--- src/rtl/seg7_pkg.sv ---
// Shared definitions for the 7-segment encoders and the capture monitor.
// Segment patterns are active-low, bits 6:0 = g..a, decimal point excluded.
package seg7_pkg;

   localparam logic [6:0] SEG_0     = 7'h40;
   localparam logic [6:0] SEG_1     = 7'h79;
   localparam logic [6:0] SEG_2     = 7'h24;
   localparam logic [6:0] SEG_3     = 7'h30;
   localparam logic [6:0] SEG_4     = 7'h19;
   localparam logic [6:0] SEG_5     = 7'h12;
   localparam logic [6:0] SEG_6     = 7'h02;
   localparam logic [6:0] SEG_7     = 7'h78;
   localparam logic [6:0] SEG_8     = 7'h00;
   localparam logic [6:0] SEG_9     = 7'h10;
   localparam logic [6:0] SEG_A     = 7'h08;
   localparam logic [6:0] SEG_B     = 7'h03;
   localparam logic [6:0] SEG_C     = 7'h46;
   localparam logic [6:0] SEG_D     = 7'h21;
   localparam logic [6:0] SEG_E     = 7'h06;
   localparam logic [6:0] SEG_F     = 7'h0E;
   localparam logic [6:0] SEG_BLANK = 7'h7F;

   typedef enum logic [1:0] {
      IDLE,
      SETTLE,
      LOCKED
   } seg7_state_e;

   // Forward table used by the encoders; the decoder searches it in reverse.
   function automatic logic [6:0] seg_encode(input logic [3:0] digit);
      logic [6:0] seg;
      case (digit)
         4'h0:    seg = SEG_0;
         4'h1:    seg = SEG_1;
         4'h2:    seg = SEG_2;
         4'h3:    seg = SEG_3;
         4'h4:    seg = SEG_4;
         4'h5:    seg = SEG_5;
         4'h6:    seg = SEG_6;
         4'h7:    seg = SEG_7;
         4'h8:    seg = SEG_8;
         4'h9:    seg = SEG_9;
         4'hA:    seg = SEG_A;
         4'hB:    seg = SEG_B;
         4'hC:    seg = SEG_C;
         4'hD:    seg = SEG_D;
         4'hE:    seg = SEG_E;
         4'hF:    seg = SEG_F;
         default: seg = SEG_BLANK;
      endcase
      return seg;
   endfunction

endpackage

--- src/rtl/seg7_pattern_decode.sv ---
// Combinational inverse of the segment encoder table.
// Ports:
//   seg_i    [6:0]  active-low segment pattern (g..a), DP stripped
//   hit_o           pattern matches one of the 16 digit glyphs
//   blank_o         pattern is all segments off
//   value_o  [3:0]  matched digit, 0 when no hit
module seg7_pattern_decode
   import seg7_pkg::*;
(
   input  logic [6:0] seg_i,
   output logic       hit_o,
   output logic       blank_o,
   output logic [3:0] value_o
);

   always_comb begin
      hit_o   = 1'b0;
      value_o = 4'h0;
      blank_o = (seg_i == SEG_BLANK);
      for (int i = 0; i < 16; i++) begin
         if (seg_i == seg_encode(4'(i))) begin
            hit_o   = 1'b1;
            value_o = 4'(i);
         end
      end
   end

endmodule

--- src/rtl/seg7_capture.sv ---
// Display monitor: recovers the hex digit shown on an active-low 7-segment bus.
// A pattern is accepted once the same 8-bit value has been sampled on
// STABLE_CYCLES consecutive edges; results register on the following edge.
// Ports:
//   CLOCK_50          system clock, rising edge
//   RESET_N           asynchronous active-low reset
//   HEX_IN    [7:0]   segment bus, active-low, bit7 = DP
//   DIGIT     [3:0]   last accepted valid digit
//   DP                decimal point of last accepted pattern (1 = lit)
//   VALID             last accepted pattern decoded to a digit
//   BLANK             last accepted pattern was all segments off
//   ERROR             last accepted pattern was neither blank nor a digit
//   UPDATE            one-cycle pulse when a new pattern is accepted
//   UPD_COUNT [CNT_W-1:0]  UPDATE pulse count, wraps
//
// state  | meaning
// IDLE   | nothing sampled since reset
// SETTLE | waiting for the bus to hold one value long enough
// LOCKED | bus equals the accepted value
module seg7_capture
   import seg7_pkg::*;
#(
   parameter int STABLE_CYCLES = 4,
   parameter int CNT_W         = 8
) (
   input  logic             CLOCK_50,
   input  logic             RESET_N,
   input  logic [7:0]       HEX_IN,
   output logic [3:0]       DIGIT,
   output logic             DP,
   output logic             VALID,
   output logic             BLANK,
   output logic             ERROR,
   output logic             UPDATE,
   output logic [CNT_W-1:0] UPD_COUNT
);

   localparam int               STB_W    = $clog2(STABLE_CYCLES + 1);
   localparam logic [STB_W-1:0] STB_LAST = STB_W'(STABLE_CYCLES - 1);

   seg7_state_e      state_q, state_d;
   logic [7:0]       hex_q;
   logic [7:0]       acc_q, acc_d;
   logic [STB_W-1:0] stb_cnt_q, stb_cnt_d;
   logic [3:0]       digit_q, digit_d;
   logic             dp_q, dp_d;
   logic             valid_q, valid_d;
   logic             blank_q, blank_d;
   logic             error_q, error_d;
   logic             update_d, update_q;
   logic [CNT_W-1:0] upd_cnt_q, upd_cnt_d;

   logic             dec_hit;
   logic             dec_blank;
   logic [3:0]       dec_value;
   logic             same;
   logic             have_acc;

   seg7_pattern_decode u_decode (
      .seg_i   (hex_q[6:0]),
      .hit_o   (dec_hit),
      .blank_o (dec_blank),
      .value_o (dec_value)
   );

   // hex_q is the previous sample; stb_cnt_q counts repeats of it, so a value
   // of STABLE_CYCLES-1 means hex_q has been seen on STABLE_CYCLES edges.
   assign same     = (HEX_IN == hex_q);
   // acc_q is only meaningful once something has been accepted.
   assign have_acc = valid_q | blank_q | error_q;

   always_comb begin
      state_d   = state_q;
      acc_d     = acc_q;
      digit_d   = digit_q;
      dp_d      = dp_q;
      valid_d   = valid_q;
      blank_d   = blank_q;
      error_d   = error_q;
      update_d  = 1'b0;
      upd_cnt_d = upd_cnt_q;

      if (!same) begin
         stb_cnt_d = '0;
      end else if (stb_cnt_q == STB_LAST) begin
         stb_cnt_d = stb_cnt_q;
      end else begin
         stb_cnt_d = stb_cnt_q + STB_W'(1);
      end

      case (state_q)
         IDLE: begin
            state_d   = SETTLE;
            stb_cnt_d = '0;
         end
         SETTLE: begin
            if (stb_cnt_q == STB_LAST) begin
               // Settling back onto the held value is a glitch, not an update.
               if (!have_acc || (hex_q != acc_q)) begin
                  acc_d     = hex_q;
                  update_d  = 1'b1;
                  upd_cnt_d = upd_cnt_q + CNT_W'(1);
                  dp_d      = ~hex_q[7];
                  if (dec_hit) begin
                     digit_d = dec_value;
                     valid_d = 1'b1;
                     blank_d = 1'b0;
                     error_d = 1'b0;
                  end else if (dec_blank) begin
                     valid_d = 1'b0;
                     blank_d = 1'b1;
                     error_d = 1'b0;
                  end else begin
                     valid_d = 1'b0;
                     blank_d = 1'b0;
                     error_d = 1'b1;
                  end
               end
               // The bus may already have moved on during the accept edge.
               state_d = same ? LOCKED : SETTLE;
            end
         end
         LOCKED: begin
            if (HEX_IN != acc_q) begin
               state_d = SETTLE;
            end
         end
         default: state_d = IDLE;
      endcase
   end

   always_ff @(posedge CLOCK_50 or negedge RESET_N) begin
      if (!RESET_N) begin
         state_q   <= IDLE;
         hex_q     <= '0;
         acc_q     <= '0;
         stb_cnt_q <= '0;
         digit_q   <= '0;
         dp_q      <= 1'b0;
         valid_q   <= 1'b0;
         blank_q   <= 1'b0;
         error_q   <= 1'b0;
         update_q  <= 1'b0;
         upd_cnt_q <= '0;
      end else begin
         state_q   <= state_d;
         hex_q     <= HEX_IN;
         acc_q     <= acc_d;
         stb_cnt_q <= stb_cnt_d;
         digit_q   <= digit_d;
         dp_q      <= dp_d;
         valid_q   <= valid_d;
         blank_q   <= blank_d;
         error_q   <= error_d;
         update_q  <= update_d;
         upd_cnt_q <= upd_cnt_d;
      end
   end

   assign DIGIT     = digit_q;
   assign DP        = dp_q;
   assign VALID     = valid_q;
   assign BLANK     = blank_q;
   assign ERROR     = error_q;
   assign UPDATE    = update_q;
   assign UPD_COUNT = upd_cnt_q;

endmodule
--- config.mk ---
export PLATFORM = sky130hd
export DESIGN_NAME = seg7_capture
export DESIGN_NICKNAME = d
export VERILOG_FILES = /design/src/rtl/seg7_pkg.sv /design/src/rtl/seg7_pattern_decode.sv /design/src/rtl/seg7_capture.sv
export SDC_FILE = /design/constraint.sdc
export NUM_CORES = 1
export LEC_CHECK = 0
export CELL_PAD_IN_SITES_DETAIL_PLACEMENT = 1
export CELL_PAD_IN_SITES_GLOBAL_PLACEMENT = 1
export CORE_ASPECT_RATIO = 0.9
export CORE_UTILIZATION = 40
export CTS_CLUSTER_DIAMETER = 50
export DETAILED_ROUTE_END_ITERATION = 12
export PLACE_DENSITY = 0.79
export REMOVE_ABC_BUFFERS = 1
export SLEW_MARGIN = 20
export SYNTH_ARGS = -nofsm -noshare
export SYNTH_HDL_FRONTEND = slang
export SYNTH_SLANG_ARGS = --single-unit
--- constraint.sdc ---
create_clock -name CLOCK_50 -period 2.7 [get_ports CLOCK_50]
set_input_delay 0.27 -clock CLOCK_50 [delete_from_list [all_inputs] [get_ports CLOCK_50]]
set_output_delay 0.27 -clock CLOCK_50 [all_outputs]
set_load 0.05 [all_outputs]
==> flow_summary.toml, run 1 <==
[pwr]
cellPowerDensity_mw_per_mm2 = 445
ir_drop_uv = 274
leakage_nw = 1.12
total_power_mw = 1.07

[route]
ant_nets = 0
wl_mm = 4.36
viasPerCell = 5.36
vias = 1511
drtIter0Drc = 91
wl_per_cell_um = 15.4
drc = 0
dr.pass1.iters = 4

[die]
pin_count = 27
rows = 24
fp.dieW_um = 77.6
coreArea_mm2 = 0.00489
die_area_mm2 = 0.00544
dieHeight_um = 70.1
initial_core_util_pct = 42.1

[global_routing]
grt_overflow = 0
grtUsageTotal_pct = 17.9
grt_pass1_wl_mm = 7.48
grt_pass1_vias = 1547
antenna_found_initial = 0
grt_max_degree = 39

[timing]
min_period_over_period_pct = 80.3
rsz0062_at_grt = "false"
fin_setup_tns_ps = 0
min_period_ps = 2170
fmax_ghz = 0.461
drv_slew = 0
hold_violations = 0
worst_slew_pin_slew_ps = 865
max-slew-margin-rel_pct = 42.4
setup_viol = 0
setup_slack_ps = 533
whs_ps = 89.4
finClkSkew_ps = 6.27

[cts]
post-cts-setup-buffer-count = 0
clkTransAtPathRegs_ps = 80
root_buffer = "clkbuf_8"
ctsHoldBuffers = 0
ctsResizeCount = 0
clock_latency_ps = 290
cts_buffer_depth = 2
tritoncts = "built"
cts_buffers = 5
h-tree-depth = 2
cts.sinks = 38

[synth]
synth_edf_count = 0
netlist_area_mm2 = 0.00206
netlist.area_leader.share_pct = 46.2
synthTopCellsByArea = "dfrtp_1 (46%), xor2_1 (13%), mux2_2 (4.9%), nor3_1 (2.9%), nand2_1 (2.7%)"
yosys_warnings = 0
synth.distinct_cells = 47
yosysSeqAreaShare_pct = 46.2
yosys.area.top_type = "dfrtp_1"
synthCells = 193
async_reset_ff_share_pct = 100
yosys_register_bits = 38
syn_avg_cell_area_um2 = 10.7
synth_flop_cell = "dfrtp_1"

[finish]
syn2layout_area_growth_pct = 17.4
final_nets = 229
fin_util_pct = 49.4
antenna_cells = 0
final_common_cell = "dfrtp_1"
layout-drive-gt1-share_pct = 11.1
layout_common_cells = "dfrtp_1 (38), xor2_1 (31), clkdlybuf4s50_1 (25), nand2_1 (15), nor3_1 (12)"
fillerInstances = 558

[flow_run]
maxCapViolCount = 0

[placed_design]
numPortBuffers = 26
pre_cts_slack_ps = 542
gp_congestion = 0.792
place_hpwl_mm = 3.09

[worst_setup_path]
cpMaxStageDelayCell = "dfrtp_1"
crit_fanout = 11
critical_path.endpoint = "DIGIT[0]"
r2r_start = "hex_q[2]"
path_class = "flop to flop"
r2r-end = "DIGIT[0]"
slowest_delay_ps = 620
startpoint = "hex_q[2]"
crit_path_end_kind = "flop"
cp.required_ps = 2880
reg2regPathDepth = 5
worstPathCellList = "nand2_1, or4b_1, a21o_1, a31o_4, mux2_4"
reg2reg_slack_ps = 530
startpoint_type = "flop"
critPathArrivalTime_ps = 2350

[worst_hold_path]
min_path_type = "input pin to async pin"

[outcome]
status = "finished clean"
==> how the worst min path moves through the flow <==
stage | from | end | cells after the start | slack, ps
detailed placement | RESET_N | hex_q[5] | 1 | 440
global placement | RESET_N | hex_q[5] | 1 | 430
CTS | RESET_N | hex_q[5] | 1 | 120
global route | RESET_N | hex_q[5] | 1 | 160
floorplan | RESET_N | BLANK | 0 | -30
finish | RESET_N | hex_q[5] | 1 | 90
==> kinds of logic after synthesis <==
group                      count (synthesis)  share of synthesized area (%)
xor gates and xnor gates                  34                           14.5
adders and majority gates                  3                           1.82
DFF                                       38                           46.2
and+or+nand+nor                           66                           16.8
buffers and inverters                     16                           4.68
AOI/OAI and AO/OA                         24                           9.12
muxes                                     12                           6.87
==> flip-flops by register name (all words and copies together), names as in the netlist <==
name       flops
acc_q          8
ERROR          1
state_q        2
BLANK          1
VALID          1
DP             1
hex_q          8
DIGIT          4
UPD_COUNT      8
stb_cnt_q      3
UPDATE         1
==> power breakdown <==
part | leakage [nW] | internal (mW) | total [mW] | switching [mW]
clock | 0.0482 | 0.206 | 0.402 | 0.196
combinational | 0.561 | 0.0341 | 0.0726 | 0.0385
sequential | 0.507 | 0.575 | 0.599 | 0.0247
total | 1.12 | 0.815 | 1.07 | 0.260
==> synthesized netlist by cell type, types with 3 or more instances <==
cell / instances
buf_2: 5
buf_6: 3
dfrtp_1: 38
ha_1: 3
inv_1: 4
mux2_2: 9
nand2_1: 15
nand3_1: 7
nor2_1: 9
nor3_1: 12
nor4_1: 7
o21ai_0: 5
xnor2_1: 3
xor2_1: 31
==> final cells by class <==
class	instances	area, um^2	share of cell area, %
inverter	5	18.8	0.777
sequential	38	951	39.4
clock buffer	7	86.3	3.57
multi-input combinational	139	1010	41.8
tap	65	81.3	3.37
timing repair buffer	27	263	10.9
clock inverter	1	5.00	0.207
==> worst max-delay path: cells and delay by family (launching register included) <==
kind | cells | cell delay (ps)
compound gates | 2 | 500
flops | 1 | 620
simple gates | 2 | 650
mux | 1 | 290
==> per-layer routing <==
layer | vias up | track usage, % | routed length, um
met5 | - | 0 | 0
met2 | 22 | 27.5 | 2030
li1 | 725 | - | -
met1 | 757 | 24.7 | 2120
met4 | 0 | 7.34 | 71
met3 | 7 | 3.53 | 133
==> per-stage QoR <==
step	instance area [um^2]	cells
2_1_floorplan	1980	182
3_3_place_gp	2320	274
3_5_place_dp	2320	274
4_1_cts	2420	282
5_1_grt	2420	282
6_report	2420	282
No activity file was read; power rests on OpenSTA's default activity.
==> inputs of run 2 (changes only) <==
--- a/config.mk
+++ b/config.mk
@@ -8,10 +8,10 @@
 export CELL_PAD_IN_SITES_DETAIL_PLACEMENT = 1
 export CELL_PAD_IN_SITES_GLOBAL_PLACEMENT = 1
 export CORE_ASPECT_RATIO = 0.9
-export CORE_UTILIZATION = 40
+export CORE_UTILIZATION = 39
 export CTS_CLUSTER_DIAMETER = 50
 export DETAILED_ROUTE_END_ITERATION = 12
-export PLACE_DENSITY = 0.79
+export PLACE_DENSITY = 0.81
 export REMOVE_ABC_BUFFERS = 1
 export SLEW_MARGIN = 20
 export SYNTH_ARGS = -nofsm -noshare
==> constraint.sdc (replaced) <==
create_clock -name CLOCK_50 -period 1.95 [get_ports CLOCK_50]
set_input_delay 0.195 -clock CLOCK_50 [delete_from_list [all_inputs] [get_ports CLOCK_50]]
set_output_delay 0.195 -clock CLOCK_50 [all_outputs]
set_load 0.05 [all_outputs]
==> run 2 against run 1 <==
Net effect:
- the run now ends with negative setup slack left
- utilization rose by 5.3 points
- combinational power rose by 140%
- worst setup slack got worse by 550 ps
- clock power rose by 41%
- fmax rose by 10%
- clock skew barely moved
- critical path depth rose by 2
- global-route usage rose by 2.4 points
- sequential share of layout area fell by 4.0 points
- largest power group unchanged
==> flow_summary.toml, run 2 (synthesized netlist as in run 1, its figures left out) <==
[outcome]
status = "complete, but fails checks"
violations = "negative setup slack"

[route]
dr.pass1.iters = 4
drtIter0Drc = 90
wl_mm = 5.46
ant_nets = 0
drc = 0
viasPerCell = 5.29
wl_per_cell_um = 17.5
vias = 1646

[cts]
cts_buffer_depth = 2
h-tree-depth = 2
clock_latency_ps = 290
tritoncts = "built"
cts_buffers = 5
cts.sinks = 38
clkTransAtPathRegs_ps = 80
root_buffer = "clkbuf_8"

[worst_setup_path]
cp_common_cell = "xor2_1"
crit_path_end_kind = "flop"
cp_top_family = "simple AND/OR/NAND/NOR gates"
path_class = "flop to flop"
cpMaxStageDelayCell = "dfrtp_2"
crit_buf_inv = 2
cp.required_ps = 2120
worstPathCellList = "buf_6, xor2_1, nor4_1, a31o_2, inv_2, and4_1, xor2_1"
critPathArrivalTime_ps = 2140
slowest_delay_ps = 450
startpoint_type = "flop"
crit_fanout = 6

[finish]
instances_no_fill = 311
layout_common_cells = "dfrtp_1 (32), xor2_1 (31), buf_4 (26), clkdlybuf4s50_1 (25), nand2_1 (15)"
final_common_cell = "dfrtp_1"
syn2layout_area_growth_pct = 31.6
antenna_cells = 0
final_area_mm2 = 0.00271
layout-drive-gt1-share_pct = 27.2
final_nets = 258

[timing]
fmax_ghz = 0.509
setup_viol = 3
min_period_over_period_pct = 101
drv_slew = 0
finClkSkew_ps = 6.18
fin_setup_tns_ps = -21.9
max-slew-margin-rel_pct = 64.9
worst_slew_pin_slew_ps = 525
hold_violations = 0
rsz0062_at_grt = "true"
setup_slack_ps = -13.7
min_period_ps = 1960

[placed_design]
dpl.cell_count = 298
dpl_cell_area_mm2 = 0.00252
numPortBuffers = 26
pre_cts_slack_ps = -0.106
gp_congestion = 0.828
place_hpwl_mm = 3.73

[pwr]
ir_drop_uv = 369
cellPowerDensity_mw_per_mm2 = 574
leakage_nw = 1.26
total_power_mw = 1.55

[global_routing]
grt_pass1_wl_mm = 8.61
antenna_found_initial = 0
grtUsageTotal_pct = 20.3
grt_max_degree = 22
grt_overflow = 0
grt_pass1_vias = 1697

[worst_hold_path]
min_path_type = "input pin to async pin"

[die]
coreArea_mm2 = 0.00495
initial_core_util_pct = 41.5
fp.dieW_um = 78.6
dieHeight_um = 70.9
die_area_mm2 = 0.00557
pin_count = 27
rows = 24

[flow_run]
maxCapViolCount = 0
## run 2: cell count changes in the layout (fill, tap and decap cells not counted), sizes merged
cell / change
buf: +28
clkinvlp: +1
dlygate4sd3: +1
clkbuf: -1
## run 2: power breakdown
| part | internal, mW | total [mW] | switching [mW] |
|---|---|---|---|
| combinational | 0.0823 | 0.171 | 0.0889 |
| sequential | 0.797 | 0.815 | 0.0181 |
| clock | 0.284 | 0.568 | 0.284 |
| total | 1.16 | 1.55 | 0.391 |
## run 2: per-stage QoR
stage          hold slack, ps  util [%]
2_1_floorplan            -101         -
4_1_cts                   402      53.5
5_1_grt                   428      54.7
3_3_place_gp              170      50.8
6_report                  387      54.7
3_5_place_dp              180      50.8
## run 2: metal layers
metal,track usage [%],part of all wire (%),vias up
met5,0,0,-
met4,6.38,0.77,0
met3,4.52,3.0,4
met2,32.5,48,28
met1,27.3,48,829
li1,-,-,785
## run 2: layout make-up
| class | instances | area [um^2] |
|---|---|---|
| sequential | 38 | 958 |
| tap | 65 | 81.3 |
| clock inverter | 2 | 12.5 |
| clock buffer | 6 | 82.6 |
| multi-input combinational | 139 | 1050 |
| timing repair buffer | 56 | 503 |
| fill | 547 | 2250 |
| inverter | 5 | 18.8 |
## run 2: worst reg2reg max path, delay by kind of cell, from the launching register on
kind                   cells  cell delay [ps]
flip-flops                 1              450
buffers and inverters      2              250
AND/OR/NAND/NOR            2              550
AO/OA/AOI/OAI              1              300
XOR/XNOR                   2              300
## run 2: path summary, 6_finish.rpt
path | endpoint | slack [ps] | cells after the start | startpoint
min in group CLOCK_50 | hex_q[3] | 430 | 1 | HEX_IN[3]
max | UPD_COUNT[4] | -10 | 7 | hex_q[3]
max in group asynchronous | UPD_COUNT[4] | 1030 | 3 | RESET_N
max reg2reg | UPD_COUNT[4] | -10 | 7 | hex_q[3]
min | acc_q[2] | 390 | 2 | RESET_N
min reg2reg | state_q[0] | 490 | 1 | state_q[1]
## run 2: timing repair
| action | in CTS | in global routing |
|---|---|---|
| gates resized for setup | 6 | 12 |
| buffers inserted | 2 | 2 |
| hold endpoints to repair | 19 | 0 |
| pin swaps | 0 | 1 |
| hold buffers | 1 | 0 |
| endpoints found under the setup margin | 3 | 9 |
==> inputs of run 3 (changes only) <==
--- a/config.mk
+++ b/config.mk
@@ -8,6 +8,7 @@
 export CELL_PAD_IN_SITES_DETAIL_PLACEMENT = 1
 export CELL_PAD_IN_SITES_GLOBAL_PLACEMENT = 1
 export CORE_ASPECT_RATIO = 0.9
+export CORE_MARGIN = 5
 export CORE_UTILIZATION = 39
 export CTS_CLUSTER_DIAMETER = 50
 export DETAILED_ROUTE_END_ITERATION = 12
==> run 3 against run 2 <==
Net effect:
- the flow now finishes without violations
- worst setup slack better by 49 ps
- design area is 1.5% lower
- utilization is 3.3 points lower
- fmax is 2.5% higher
- critical path type unchanged
- critical endpoint is now DIGIT[1]
- largest cell class unchanged
- largest power group unchanged
- highest routed layer unchanged
==> flow_summary.toml, run 3 (synthesized netlist as in run 1, its figures left out) <==
[finish]
final_area_mm2 = 0.00267
antenna_cells = 0
final_nets = 254
layout_common_cells = "dfrtp_1 (32), xor2_1 (31), clkdlybuf4s50_1 (25), buf_4 (25), nand2_1 (13)"
syn2layout_area_growth_pct = 29.7
final_common_cell = "dfrtp_1"
layout-drive-gt1-share_pct = 27.3

[timing]
hold_violations = 0
whs_ps = 409
min_period_ps = 1920
worst_slew_pin_slew_ps = 511
finClkSkew_ps = 6.17
setup_slack_ps = 35.0
max-slew-margin-rel_pct = 65.8
fmax_ghz = 0.522
min_period_over_period_pct = 98.2
drv_slew = 0
setup_viol = 0

[worst_setup_path]
crit_path_end_kind = "flop"
reg2regPathDepth = 6
cpMaxStageDelayCell = "dfrtp_2"
critPathArrivalTime_ps = 2100
startpoint_type = "flop"
r2r_start = "hex_q[3]"
crit_fanout = 10
cp.required_ps = 2130
slowest_delay_ps = 470
reg2reg_slack_ps = 30
path_class = "flop to flop"
crit_buf_inv = 1
worstPathCellList = "buf_4, nor4bb_2, o21ai_1, o311a_1, a31o_4, mux2_4"
r2r-end = "DIGIT[1]"
cp_top_family = "compound AO/OA/AOI/OAI gates"

[global_routing]
grt_overflow = 0
grt_max_degree = 24
grt_pass1_wl_mm = 8.80
grt_pass1_vias = 1753
antenna_found_initial = 0
grtUsageTotal_pct = 16.6

[cts]
cts_buffers = 5
tritoncts = "built"
cts.sinks = 38
root_buffer = "clkbuf_8"
h-tree-depth = 2
clock_latency_ps = 290
clkTransAtPathRegs_ps = 80
cts_buffer_depth = 2

[placed_design]
place_hpwl_mm = 3.94
dpl_cell_area_mm2 = 0.00249
pre_cts_slack_ps = -38.5
numPortBuffers = 26
gp_congestion = 0.818

[pwr]
leakage_nw = 1.23
ir_drop_uv = 457
internal-power_mw = 1.16
switching_power_uw = 393
pwr-share-clk_pct = 36.8
comb_power_share_pct = 10.6
seqPwrFrac_pct = 52.6
netSwitchingFraction_pct = 25.4
cellPowerDensity_mw_per_mm2 = 581

[die]
die_area_mm2 = 0.00683
dieHeight_um = 78.9
fp.dieW_um = 86.6
coreArea_mm2 = 0.00519
initial_core_util_pct = 39.6
rows = 25
pin_count = 27

[route]
wl_mm = 5.37
drc = 0
ant_nets = 0
wl_per_cell_um = 17.4
drtIter0Drc = 100
vias = 1620
viasPerCell = 5.24
dr.pass1.iters = 4

[flow_run]
maxCapViolCount = 0

[outcome]
status = "finished clean"

[worst_hold_path]
min_path_type = "input pin to async pin"
[run 3: per-stage QoR]
step | setup TNS [ps] | util (%) | power (mW) | instances
finish | 0 | 51.4 | 1.55 | 309
global route | -2.21 | 51.4 | 1.62 | 309
global placement | 0 | 48.0 | 0.973 | 298
detailed placement | -75.7 | 48.0 | 0.978 | 298
floorplan | -209 | - | 0.886 | 182
CTS | 0 | 50.3 | 1.56 | 307
[run 3: cell type report]
type	instances	area (um^2)
clock inverter	2	12.5
timing repair buffer	52	453
multi-input combinational	139	1060
sequential	38	958
tap	67	83.8
inverter	5	18.8
clock buffer	6	82.6
fill	598	2520
[run 3: per-layer routing]
layer  global-route usage, %  up-vias  wire (um)
li1                        -      772          -
met1                    22.1      811       2470
met3                    3.84        7        165
met5                       0        -          0
met2                    26.7       30       2640
met4                    5.61        0         97
[run 3: how the worst max path moves through the flow]
stage,start,endpoint,cells past startpoint
after floorplan,stb_cnt_q[0],DIGIT[0],6
after global placement,hex_q[3],DIGIT[1],6
after detailed placement,hex_q[3],DIGIT[0],6
after CTS,hex_q[4],DIGIT[1],5
after global routing,hex_q[3],DIGIT[1],6
final,hex_q[3],DIGIT[1],6
[run 3: power by group through the flow]
stage / clock network (mW) / registers, mW / logic [mW]
6_report: 0.571 / 0.816 / 0.164
5_1_grt: 0.621 / 0.818 / 0.179
3_3_place_gp: 0 / 0.828 / 0.145
3_5_place_dp: 0 / 0.829 / 0.149
4_1_cts: 0.586 / 0.815 / 0.156
2_1_floorplan: 0 / 0.834 / 0.0517
[run 3: what timing repair did]
| item | in CTS | in global routing |
|---|---|---|
| endpoints found under the hold margin | 21 | 0 |
| buffers inserted | 0 | 2 |
| setup endpoints to repair | 3 | 6 |
| resized for setup | 5 | 13 |
| hold buffers | 1 | 0 |
